===== config.mk =====
export PLATFORM = sky130hd
export DESIGN_NAME = execute_stage_flat
export DESIGN_NICKNAME = d
export VERILOG_FILES = /design/src/rtl/exec_pkg.sv /design/src/rtl/execute_stage_if.sv /design/src/rtl/exec_mul.sv /design/src/rtl/execute_stage.sv /design/src/flat_wrapper.sv
export SDC_FILE = /design/constraint.sdc
export NUM_CORES = 2
export LEC_CHECK = 0
export BUFFER_PORTS_ARGS = -buffer_cell sky130_fd_sc_hd__buf_2
export CAP_MARGIN = 25
export CELL_PAD_IN_SITES_DETAIL_PLACEMENT = 0
export CELL_PAD_IN_SITES_GLOBAL_PLACEMENT = 2
export CORE_UTILIZATION = 33
export CTS_CLUSTER_DIAMETER = 40
export DETAILED_ROUTE_END_ITERATION = 6
export GPL_TIMING_DRIVEN = 1
export PLACE_DENSITY = 0.81
export SYNTH_ARGS = -nofsm -noshare
export SYNTH_HDL_FRONTEND = slang
export SYNTH_HIERARCHICAL = 1
export SYNTH_SLANG_ARGS = --single-unit

===== constraint.sdc =====
create_clock -name clk -period 16.65 [get_ports clk]
set_input_delay 3.33 -clock clk [delete_from_list [all_inputs] [get_ports clk]]
set_output_delay 3.33 -clock clk [all_outputs]
set_load 0.01 [all_outputs]

===== src/rtl/exec_pkg.sv =====
// Shared types for the EX stage: ALU opcodes, branch conditions, FSM states, CC bit indices.
package exec_pkg;

    typedef enum logic [3:0] {
        OpAdd   = 4'd0,
        OpSub   = 4'd1,
        OpAnd   = 4'd2,
        OpOr    = 4'd3,
        OpXor   = 4'd4,
        OpShl   = 4'd5,
        OpShr   = 4'd6,
        OpSra   = 4'd7,
        OpPassB = 4'd8,
        OpMul   = 4'd9
    } alu_op_t;

    typedef enum logic [2:0] {
        CondAl, CondEq, CondNe, CondLt, CondGe, CondLtu, CondGeu, CondNv
    } cond_t;

    typedef enum logic [0:0] {
        StIdle,
        StMul
    } exec_state_t;

    // Condition-code register layout {N,Z,C,V}
    localparam int unsigned CcN = 3;
    localparam int unsigned CcZ = 2;
    localparam int unsigned CcC = 1;
    localparam int unsigned CcV = 0;

    function automatic logic cond_true(input cond_t c, input logic [3:0] cc);
        logic r;
        r = 1'b0;
        unique case (c)
            CondAl:  r = 1'b1;
            CondEq:  r = cc[CcZ];
            CondNe:  r = !cc[CcZ];
            CondLt:  r = cc[CcN] ^ cc[CcV];
            CondGe:  r = !(cc[CcN] ^ cc[CcV]);
            CondLtu: r = !cc[CcC];
            CondGeu: r = cc[CcC];
            CondNv:  r = 1'b0;
        endcase
        return r;
    endfunction

endpackage


===== src/rtl/execute_stage_if.sv =====
// Decode-side instruction bundle and memory-side result bundle of the EX stage.
interface execute_stage_if
    import exec_pkg::*;
#(
    parameter int unsigned DATA_W = 32,
    parameter int unsigned PC_W   = 16,
    parameter int unsigned REG_AW = 4
) ();

    logic              in_valid;
    logic [PC_W-1:0]   pc_in;
    logic [DATA_W-1:0] rq_rd;
    logic [DATA_W-1:0] rs;
    logic [DATA_W-1:0] imm;
    logic [REG_AW-1:0] ra_addr;
    logic [REG_AW-1:0] rb_addr;
    logic [REG_AW-1:0] rd_addr;
    alu_op_t           alu_op;
    logic              a_imm;
    logic              b_imm;
    logic              set_cc;
    logic              is_branch;
    logic              is_jump;
    cond_t             cond;
    logic              wr_en;
    logic              mem_stall;
    logic              stall_out;
    logic              out_valid;
    logic [DATA_W-1:0] alu_out;
    logic [DATA_W-1:0] store_data;
    logic [REG_AW-1:0] rd_out;
    logic              wr_en_out;
    logic [PC_W-1:0]   pc_out;
    logic              flush;

    modport master (
        output in_valid, pc_in, rq_rd, rs, imm, ra_addr, rb_addr, rd_addr, alu_op, a_imm,
               b_imm, set_cc, is_branch, is_jump, cond, wr_en, mem_stall,
        input  stall_out, out_valid, alu_out, store_data, rd_out, wr_en_out, pc_out, flush
    );

    modport slave (
        input  in_valid, pc_in, rq_rd, rs, imm, ra_addr, rb_addr, rd_addr, alu_op, a_imm,
               b_imm, set_cc, is_branch, is_jump, cond, wr_en, mem_stall,
        output stall_out, out_valid, alu_out, store_data, rd_out, wr_en_out, pc_out, flush
    );

endinterface


===== src/rtl/exec_mul.sv =====
// Iterative radix-2^K shift-add multiplier; digit 0 is folded in at start, the last digit
// is added combinationally so the product is ready in the cycle done is high.
module exec_mul #(
    parameter int unsigned DATA_W  = 32,
    parameter int unsigned MUL_LAT = 4
) (
    input  logic              clk,
    input  logic              rst,
    input  logic              start,
    input  logic              en,
    input  logic [DATA_W-1:0] a,
    input  logic [DATA_W-1:0] b,
    output logic              busy,
    output logic              done,
    output logic [DATA_W-1:0] product
);

    localparam int unsigned K    = (DATA_W + MUL_LAT - 1) / MUL_LAT;
    localparam int unsigned CntW = $clog2(MUL_LAT) + 1;

    logic [DATA_W-1:0] a_q, b_q, acc_q, acc_d;
    logic [CntW-1:0]   cnt_q;
    logic              busy_q;

    function automatic logic [DATA_W-1:0] digit_mul(input logic [DATA_W-1:0] x,
                                                    input logic [K-1:0] d);
        logic [DATA_W-1:0] sum;
        sum = '0;
        for (int j = 0; j < int'(K); j++) begin
            if (d[j]) sum = sum + (x << j);
        end
        return sum;
    endfunction

    always_comb begin
        acc_d = acc_q + digit_mul(a_q, b_q[K-1:0]);
    end

    assign busy    = busy_q;
    assign done    = busy_q && (cnt_q == CntW'(MUL_LAT - 1));
    assign product = acc_d;

    always_ff @(posedge clk) begin
        if (rst) begin
            busy_q <= 1'b0;
            cnt_q  <= '0;
            a_q    <= '0;
            b_q    <= '0;
            acc_q  <= '0;
        end else if (start) begin
            busy_q <= 1'b1;
            cnt_q  <= CntW'(1);
            acc_q  <= digit_mul(a, b[K-1:0]);
            a_q    <= a << K;
            b_q    <= b >> K;
        end else if (busy_q && en) begin
            acc_q <= acc_d;
            a_q   <= a_q << K;
            b_q   <= b_q >> K;
            cnt_q <= cnt_q + 1'b1;
            if (done) busy_q <= 1'b0;
        end
    end

endmodule


===== src/rtl/execute_stage.sv =====
// Registered EX stage: operand select, ALU, iterative multiply, CC register, branch resolve.
// Define EXEC_FORWARD_EN to forward the registered result into operands A/B.
module execute_stage
    import exec_pkg::*;
#(
    parameter int unsigned DATA_W  = 32,
    parameter int unsigned PC_W    = 16,
    parameter int unsigned REG_AW  = 4,
    parameter int unsigned MUL_LAT = 4
) (
    input logic            clk,
    input logic            rst,
    execute_stage_if.slave bus
);

    localparam int unsigned ShW = $clog2(DATA_W);

    exec_state_t       state_q, state_d;
    logic [3:0]        cc_q, cc_d;
    logic              out_valid_q, wr_en_out_q, flush_q;
    logic [DATA_W-1:0] alu_out_q, store_data_q;
    logic [REG_AW-1:0] rd_out_q;
    logic [PC_W-1:0]   pc_out_q;

    logic [REG_AW-1:0] mul_rd_q;
    logic              mul_wr_q, mul_cc_q;
    logic [DATA_W-1:0] mul_sd_q;

    logic              stall, accept, is_mul, taken, mul_start, mul_finish;
    logic              mul_busy, mul_done;
    logic [DATA_W-1:0] opa_raw, opb_raw, opa, opb, alu_res, mul_product;
    logic [PC_W-1:0]   target;
    logic              res_c, res_v;
    logic [ShW-1:0]    shamt;

    assign stall      = bus.mem_stall || (state_q == StMul);
    assign accept     = bus.in_valid && !stall && !flush_q;
    assign is_mul     = (bus.alu_op == OpMul);
    assign mul_start  = accept && is_mul;
    assign mul_finish = (state_q == StMul) && mul_busy && mul_done && !bus.mem_stall;

    always_comb begin
        opa_raw = bus.rq_rd;
        opb_raw = bus.rs;
`ifdef EXEC_FORWARD_EN
        if (out_valid_q && wr_en_out_q && (rd_out_q != '0)) begin
            if (rd_out_q == bus.ra_addr) opa_raw = alu_out_q;
            if (rd_out_q == bus.rb_addr) opb_raw = alu_out_q;
        end
`endif
        opa = bus.a_imm ? bus.imm : opa_raw;
        opb = bus.b_imm ? bus.imm : opb_raw;
    end

`ifndef EXEC_FORWARD_EN
    logic unused_fwd_addr;
    assign unused_fwd_addr = ^{bus.ra_addr, bus.rb_addr};
`endif

    assign shamt = opb[ShW-1:0];

    always_comb begin
        alu_res = '0;
        res_c   = 1'b0;
        res_v   = 1'b0;
        unique case (bus.alu_op)
            OpAdd: begin
                {res_c, alu_res} = {1'b0, opa} + {1'b0, opb};
                res_v = (opa[DATA_W-1] == opb[DATA_W-1]) && (alu_res[DATA_W-1] != opa[DATA_W-1]);
            end
            OpSub: begin
                // Carry out of a + ~b + 1 is the no-borrow flag
                {res_c, alu_res} = {1'b0, opa} + {1'b0, ~opb} + {{DATA_W{1'b0}}, 1'b1};
                res_v = (opa[DATA_W-1] != opb[DATA_W-1]) && (alu_res[DATA_W-1] != opa[DATA_W-1]);
            end
            OpAnd:   alu_res = opa & opb;
            OpOr:    alu_res = opa | opb;
            OpXor:   alu_res = opa ^ opb;
            OpShl:   alu_res = opa << shamt;
            OpShr:   alu_res = opa >> shamt;
            OpSra:   alu_res = $unsigned($signed(opa) >>> shamt);
            OpPassB: alu_res = opb;
            default: alu_res = '0;
        endcase
    end

    assign taken  = bus.is_jump || (bus.is_branch && cond_true(bus.cond, cc_q));
    assign target = bus.is_jump ? opa[PC_W-1:0] : (bus.pc_in + bus.imm[PC_W-1:0]);

    exec_mul #(
        .DATA_W (DATA_W),
        .MUL_LAT(MUL_LAT)
    ) u_mul (
        .clk    (clk),
        .rst    (rst),
        .start  (mul_start),
        .en     (!bus.mem_stall),
        .a      (opa),
        .b      (opb),
        .busy   (mul_busy),
        .done   (mul_done),
        .product(mul_product)
    );

    always_comb begin
        state_d = state_q;
        unique case (state_q)
            StIdle:  if (mul_start) state_d = StMul;
            StMul:   if (mul_finish) state_d = StIdle;
            default: state_d = StIdle;
        endcase
    end

    always_comb begin
        cc_d = cc_q;
        if (mul_finish && mul_cc_q) begin
            cc_d[CcN] = mul_product[DATA_W-1];
            cc_d[CcZ] = (mul_product == '0);
            cc_d[CcC] = 1'b0;
            cc_d[CcV] = 1'b0;
        end else if (accept && !is_mul && bus.set_cc && !bus.is_branch) begin
            cc_d[CcN] = alu_res[DATA_W-1];
            cc_d[CcZ] = (alu_res == '0);
            cc_d[CcC] = res_c;
            cc_d[CcV] = res_v;
        end
    end

    always_ff @(posedge clk) begin
        if (rst) begin
            state_q <= StIdle;
            cc_q    <= '0;
        end else begin
            state_q <= state_d;
            cc_q    <= cc_d;
        end
    end

    always_ff @(posedge clk) begin
        if (rst) begin
            mul_rd_q <= '0;
            mul_wr_q <= 1'b0;
            mul_cc_q <= 1'b0;
            mul_sd_q <= '0;
        end else if (mul_start) begin
            mul_rd_q <= bus.rd_addr;
            mul_wr_q <= bus.wr_en;
            mul_cc_q <= bus.set_cc;
            mul_sd_q <= opa_raw;
        end
    end

    // Output registers advance only when memory accepts; otherwise everything holds
    always_ff @(posedge clk) begin
        if (rst) begin
            out_valid_q  <= 1'b0;
            wr_en_out_q  <= 1'b0;
            flush_q      <= 1'b0;
            alu_out_q    <= '0;
            store_data_q <= '0;
            rd_out_q     <= '0;
            pc_out_q     <= '0;
        end else if (!bus.mem_stall) begin
            out_valid_q <= 1'b0;
            wr_en_out_q <= 1'b0;
            flush_q     <= 1'b0;
            if (mul_finish) begin
                out_valid_q  <= 1'b1;
                alu_out_q    <= mul_product;
                store_data_q <= mul_sd_q;
                rd_out_q     <= mul_rd_q;
                wr_en_out_q  <= mul_wr_q;
            end else if (accept && !is_mul) begin
                out_valid_q  <= 1'b1;
                alu_out_q    <= alu_res;
                store_data_q <= opa_raw;
                rd_out_q     <= bus.rd_addr;
                wr_en_out_q  <= bus.wr_en && !bus.is_branch;
                flush_q      <= taken;
                pc_out_q     <= taken ? target : '0;
            end
        end
    end

    assign bus.stall_out  = stall;
    assign bus.out_valid  = out_valid_q;
    assign bus.alu_out    = alu_out_q;
    assign bus.store_data = store_data_q;
    assign bus.rd_out     = rd_out_q;
    assign bus.wr_en_out  = wr_en_out_q;
    assign bus.pc_out     = pc_out_q;
    assign bus.flush      = flush_q;

endmodule


===== src/flat_wrapper.sv =====
// flat-port wrapper written by rule: the top's interface ports become plain ports
module execute_stage_flat import exec_pkg::*;
#(
    parameter int unsigned DATA_W  = 32,
    parameter int unsigned PC_W    = 16,
    parameter int unsigned REG_AW  = 4,
    parameter int unsigned MUL_LAT = 4
)
  (clk, rst, bus_in_valid, bus_pc_in, bus_rq_rd, bus_rs, bus_imm, bus_ra_addr, bus_rb_addr, bus_rd_addr, bus_alu_op, bus_a_imm, bus_b_imm, bus_set_cc, bus_is_branch, bus_is_jump, bus_cond, bus_wr_en, bus_mem_stall, bus_stall_out, bus_out_valid, bus_alu_out, bus_store_data, bus_rd_out, bus_wr_en_out, bus_pc_out, bus_flush);
  execute_stage_if #(.DATA_W(DATA_W), .PC_W(PC_W), .REG_AW(REG_AW)) bus_i ();
  input logic clk;
  input logic rst;
  input wire logic [$bits(bus_i.in_valid)-1:0] bus_in_valid;
  input wire logic [$bits(bus_i.pc_in)-1:0] bus_pc_in;
  input wire logic [$bits(bus_i.rq_rd)-1:0] bus_rq_rd;
  input wire logic [$bits(bus_i.rs)-1:0] bus_rs;
  input wire logic [$bits(bus_i.imm)-1:0] bus_imm;
  input wire logic [$bits(bus_i.ra_addr)-1:0] bus_ra_addr;
  input wire logic [$bits(bus_i.rb_addr)-1:0] bus_rb_addr;
  input wire logic [$bits(bus_i.rd_addr)-1:0] bus_rd_addr;
  input wire logic [$bits(bus_i.alu_op)-1:0] bus_alu_op;
  input wire logic [$bits(bus_i.a_imm)-1:0] bus_a_imm;
  input wire logic [$bits(bus_i.b_imm)-1:0] bus_b_imm;
  input wire logic [$bits(bus_i.set_cc)-1:0] bus_set_cc;
  input wire logic [$bits(bus_i.is_branch)-1:0] bus_is_branch;
  input wire logic [$bits(bus_i.is_jump)-1:0] bus_is_jump;
  input wire logic [$bits(bus_i.cond)-1:0] bus_cond;
  input wire logic [$bits(bus_i.wr_en)-1:0] bus_wr_en;
  input wire logic [$bits(bus_i.mem_stall)-1:0] bus_mem_stall;
  output wire logic [$bits(bus_i.stall_out)-1:0] bus_stall_out;
  output wire logic [$bits(bus_i.out_valid)-1:0] bus_out_valid;
  output wire logic [$bits(bus_i.alu_out)-1:0] bus_alu_out;
  output wire logic [$bits(bus_i.store_data)-1:0] bus_store_data;
  output wire logic [$bits(bus_i.rd_out)-1:0] bus_rd_out;
  output wire logic [$bits(bus_i.wr_en_out)-1:0] bus_wr_en_out;
  output wire logic [$bits(bus_i.pc_out)-1:0] bus_pc_out;
  output wire logic [$bits(bus_i.flush)-1:0] bus_flush;
  assign bus_i.in_valid = bus_in_valid;
  assign bus_i.pc_in = bus_pc_in;
  assign bus_i.rq_rd = bus_rq_rd;
  assign bus_i.rs = bus_rs;
  assign bus_i.imm = bus_imm;
  assign bus_i.ra_addr = bus_ra_addr;
  assign bus_i.rb_addr = bus_rb_addr;
  assign bus_i.rd_addr = bus_rd_addr;
  assign bus_i.alu_op = bus_alu_op;
  assign bus_i.a_imm = bus_a_imm;
  assign bus_i.b_imm = bus_b_imm;
  assign bus_i.set_cc = bus_set_cc;
  assign bus_i.is_branch = bus_is_branch;
  assign bus_i.is_jump = bus_is_jump;
  assign bus_i.cond = bus_cond;
  assign bus_i.wr_en = bus_wr_en;
  assign bus_i.mem_stall = bus_mem_stall;
  assign bus_stall_out = bus_i.stall_out;
  assign bus_out_valid = bus_i.out_valid;
  assign bus_alu_out = bus_i.alu_out;
  assign bus_store_data = bus_i.store_data;
  assign bus_rd_out = bus_i.rd_out;
  assign bus_wr_en_out = bus_i.wr_en_out;
  assign bus_pc_out = bus_i.pc_out;
  assign bus_flush = bus_i.flush;
  execute_stage #(.DATA_W(DATA_W), .PC_W(PC_W), .REG_AW(REG_AW), .MUL_LAT(MUL_LAT)) u_core (.clk(clk), .rst(rst), .bus(bus_i));
endmodule

==> results by group <==
Cells and area
  – Nets@finish: 6,828
  – Share of cells above drive strength 1: 0.168
  – Post-route insts no fill: 7,845
  – Synth-to-layout area growth: 17.6%
  – Fill count: 13,000
  – Fin util: 0.391

Yosys
  – Synth area leaders: ha_1, dfxtp_1, a21oi_1
  – Post-synth top area share: 0.148
  – Biggest area consumer among synthesized cells: ha_1
  – Synth warnings: 6
  – Mapped Nets: 6,387
  – Avg Synthesized Cell Area: 7.05 um2
  – Top_reg_cell synth: dfxtp_1
  – Top cells by count, synth: nand2_1, a21oi_1, nor2_1
  – EDFF count, synth: 0
  – Yosys cell types: 113
  – Asr flop ratio synth: 0
  – Mapped Area: 40,500 um2
  – Sequential area share after synthesis: 0.106
  – Seq cells post-synth: 214
  – Synth Instances: 5,748
  – Most common cell in the netlist: nand2_1

Flow run
  – Max_cap viols: 0

Power and ir drop
  – Worst vdd ir: 0.113 mV
  – Switching share of total power: 0.471
  – Clock power share: 0.111
  – Internal power: 3.56 mW
  – NetSw: 3.17 mW
  – Static Leakage: 21.7 nW
  – Combinational share of power: 0.808
  – Power share of the sequential group: 0.081
  – Power Dens Cells: 141 nW/um2

Min path
  – HP Class: register to register

Global routing
  – First-pass GRT wire length: 285,000 um
  – Total grt overflow: 0
  – Pin count of the biggest net entering global routing: 87
  – GR Util All Layers: 0.299
  – Antenna violations before repair: 4
  – Vias in the first global route: 43,000

Floorplanning
  – DIE HEIGHT: 353 um
  – Die area: 124,000 um2
  – Rows: 128
  – Core outline area: 122,000 um2
  – Starting density of the core: 0.333
  – Horiz. Die Dim: 353 um
  – IO Count: 229

Setup path
  – Critical path peak fanout: 8
  – CP max stage delay: 510 ps
  – Cell repeated most along the worst path: buf_4
  – Critical-path top delay cell: or4_4
  – Required time worst endpoint: 17,100 ps
  – Kind of critical path: primary input to register
  – Critical Path End Type: register
  – Startpoint Class: primary input
  – Critical Path AT: 16,340 ps

STA
  – Final worst-path cycle share: 0.954
  – Final-report max-slew violation count: 0
  – Worst Tran Pin Value: 1090 ps
  – Final Hold Viols: 0
  – Max_slew headroom: 0.256
  – Setup violators final: 0
  – Fmax: 62.9 MHz
  – Clk_skew: 23.8 ps
  – Final hold slack: 453 ps
  – Tmin final: 15,890 ps

Drt
  – First-iteration detailed-routing DRC count: 4,473
  – Via/cell ratio: 5.94
  – Vias: 46,600
  – First-pass DRT Iterations: 7
  – DRC: 0
  – Drt wl/cell: 24.9 um
  – Post-route ant nets: 0
  – Final wirelength: 195,000 um

Clock tree
  – CTS buffer count: 36
  – CTS root buf: clkbuf_16
  – CTS tree: built
  – Clock Sinks: 214
  – H-tree depth: 2
  – Worst-Skew Late Latency: 560 ps
  – Clk buf depth: 3
  – Reg clk slew, reported paths: 50 ps

Placement
  – HPWL after DPL: 155,000 um
  – PortBufs: 220
  – GPL Wtd Cong: 1.03
  – Post-Place Cells: 7,766

Run status
  – Status: complete, no violations
==> cell type report <==
cell class              count  area, um2  share of cell area
flip-flops and latches    214       4280              0.0899
multi-input cells        4956      34300               0.720
diodes                      4       10.0            0.000210
well taps                1625       2030              0.0426
inverters                 275       1050              0.0220
repair buffers            706       4780               0.100
clock inverters            24        228             0.00478
clock buffers              41        971              0.0204
==> state kept, by name, indices dropped and copies added, names as in the netlist <==
name                   flops
u_core/state_q             1
u_core/bus.store_data     32
u_core/mul_wr_q            1
u_core/cc_q                4
u_core/bus.flush           1
u_core/u_mul/cnt_q         3
u_core/bus.out_valid       1
u_core/bus.pc_out         16
u_core/bus.alu_out        32
u_core/mul_rd_q            4
u_core/u_mul/b_q          24
u_core/u_mul/acc_q        32
u_core/bus.rd_out          4
u_core/u_mul/a_q          24
u_core/mul_sd_q           32
u_core/mul_cc_q            1
u_core/u_mul/busy          1
u_core/bus.wr_en_out       1
==> timing repair <==
item | in CTS | in global routing
hold buffers | 0 | 0
buffers inserted | 0 | 8
endpoints found under the setup margin | 0 | 7
gates resized for setup | 0 | 56
==> worst max-delay path: cells and delay by family <==
| family | cells | cell delay [ps] |
|---|---|---|
| buffers and inverters | 6 | 1060 |
| adder cells (fa/ha/maj) | 6 | 1660 |
| AO/OA/AOI/OAI | 27 | 4860 |
| XOR/XNOR | 8 | 1490 |
| multiplexers | 3 | 1090 |
| AND/OR/NAND/NOR | 15 | 2850 |
==> worst paths after layout <==
path	startpoint	to	slack (ps)	depth (start not counted)
setup reg to reg	u_core/u_mul/a_q[9]	u_core/cc_q[2]	2630	63
hold reg to reg	u_core/mul_rd_q[2]	u_core/mul_rd_q[2]	450	2
hold / removal	u_core/mul_rd_q[2]	u_core/mul_rd_q[2]	450	2
setup / recovery	bus_a_imm	u_core/u_mul/acc_q[31]	760	65
==> power groups by stage <==
| stage | combinational (mW) | sequential [mW] | clock [mW] |
|---|---|---|---|
| floorplan | 3.16 | 0.555 | 0 |
| global placement | 5.21 | 0.557 | 0 |
| CTS | 5.25 | 0.546 | 0.755 |
| finish | 5.44 | 0.547 | 0.745 |
| detailed placement | 5.22 | 0.557 | 0 |
| global route | 5.91 | 0.548 | 0.778 |
==> kinds of logic after synthesis <==
logic type,after synthesis,share of synthesized area
compound gates,2002,0.323
simple gates,1868,0.212
buf+inv,578,0.0581
fa+ha+maj,500,0.158
xor+xnor,303,0.0665
mux,283,0.0767
flops,214,0.106
==> stage by stage <==
| step | setup WS [ps] | setup TNS (ps) | cell area (um2) | power (mW) |
|---|---|---|---|---|
| final | 760 | 0 | 47700 | 6.73 |
| after detailed placement | -354 | -433 | 46200 | 5.78 |
| after CTS | 132 | 0 | 47400 | 6.55 |
| after global placement | -189 | -189 | 46100 | 5.76 |
| after global routing | -37.3 | -37.3 | 47700 | 7.24 |
| after floorplan | 17.1 | 0 | 40700 | 3.72 |
==> placed cells by master (no fill, tap or decap), drive strengths merged, types with 67 or more instances in the layout <==
master | Yosys | routed
nand2 | 670 | 670
mux2i | 164 | 164
a21oi | 574 | 574
nor2 | 508 | 508
dfxtp | 214 | 214
o22ai | 100 | 100
mux2 | 114 | 114
o21a | 91 | 91
xor2 | 122 | 122
inv | 273 | 280
nor3 | 137 | 137
nand3 | 117 | 117
a21o | 155 | 155
ha | 480 | 480
buf | 94 | 705
a211oi | 75 | 75
nor2b | 67 | 67
o21ai | 370 | 370
xnor2 | 178 | 178
==> per-layer routing <==
metal  up-vias  global-route usage  wire (um)
met5         -                   0          0
met4         0               0.113       8040
met3       311              0.0503      15700
met2      1843               0.448      81400
met1     22300               0.423      90000
li1      22100                   -          -
Note: power is estimated with default switching activity, not from simulation.
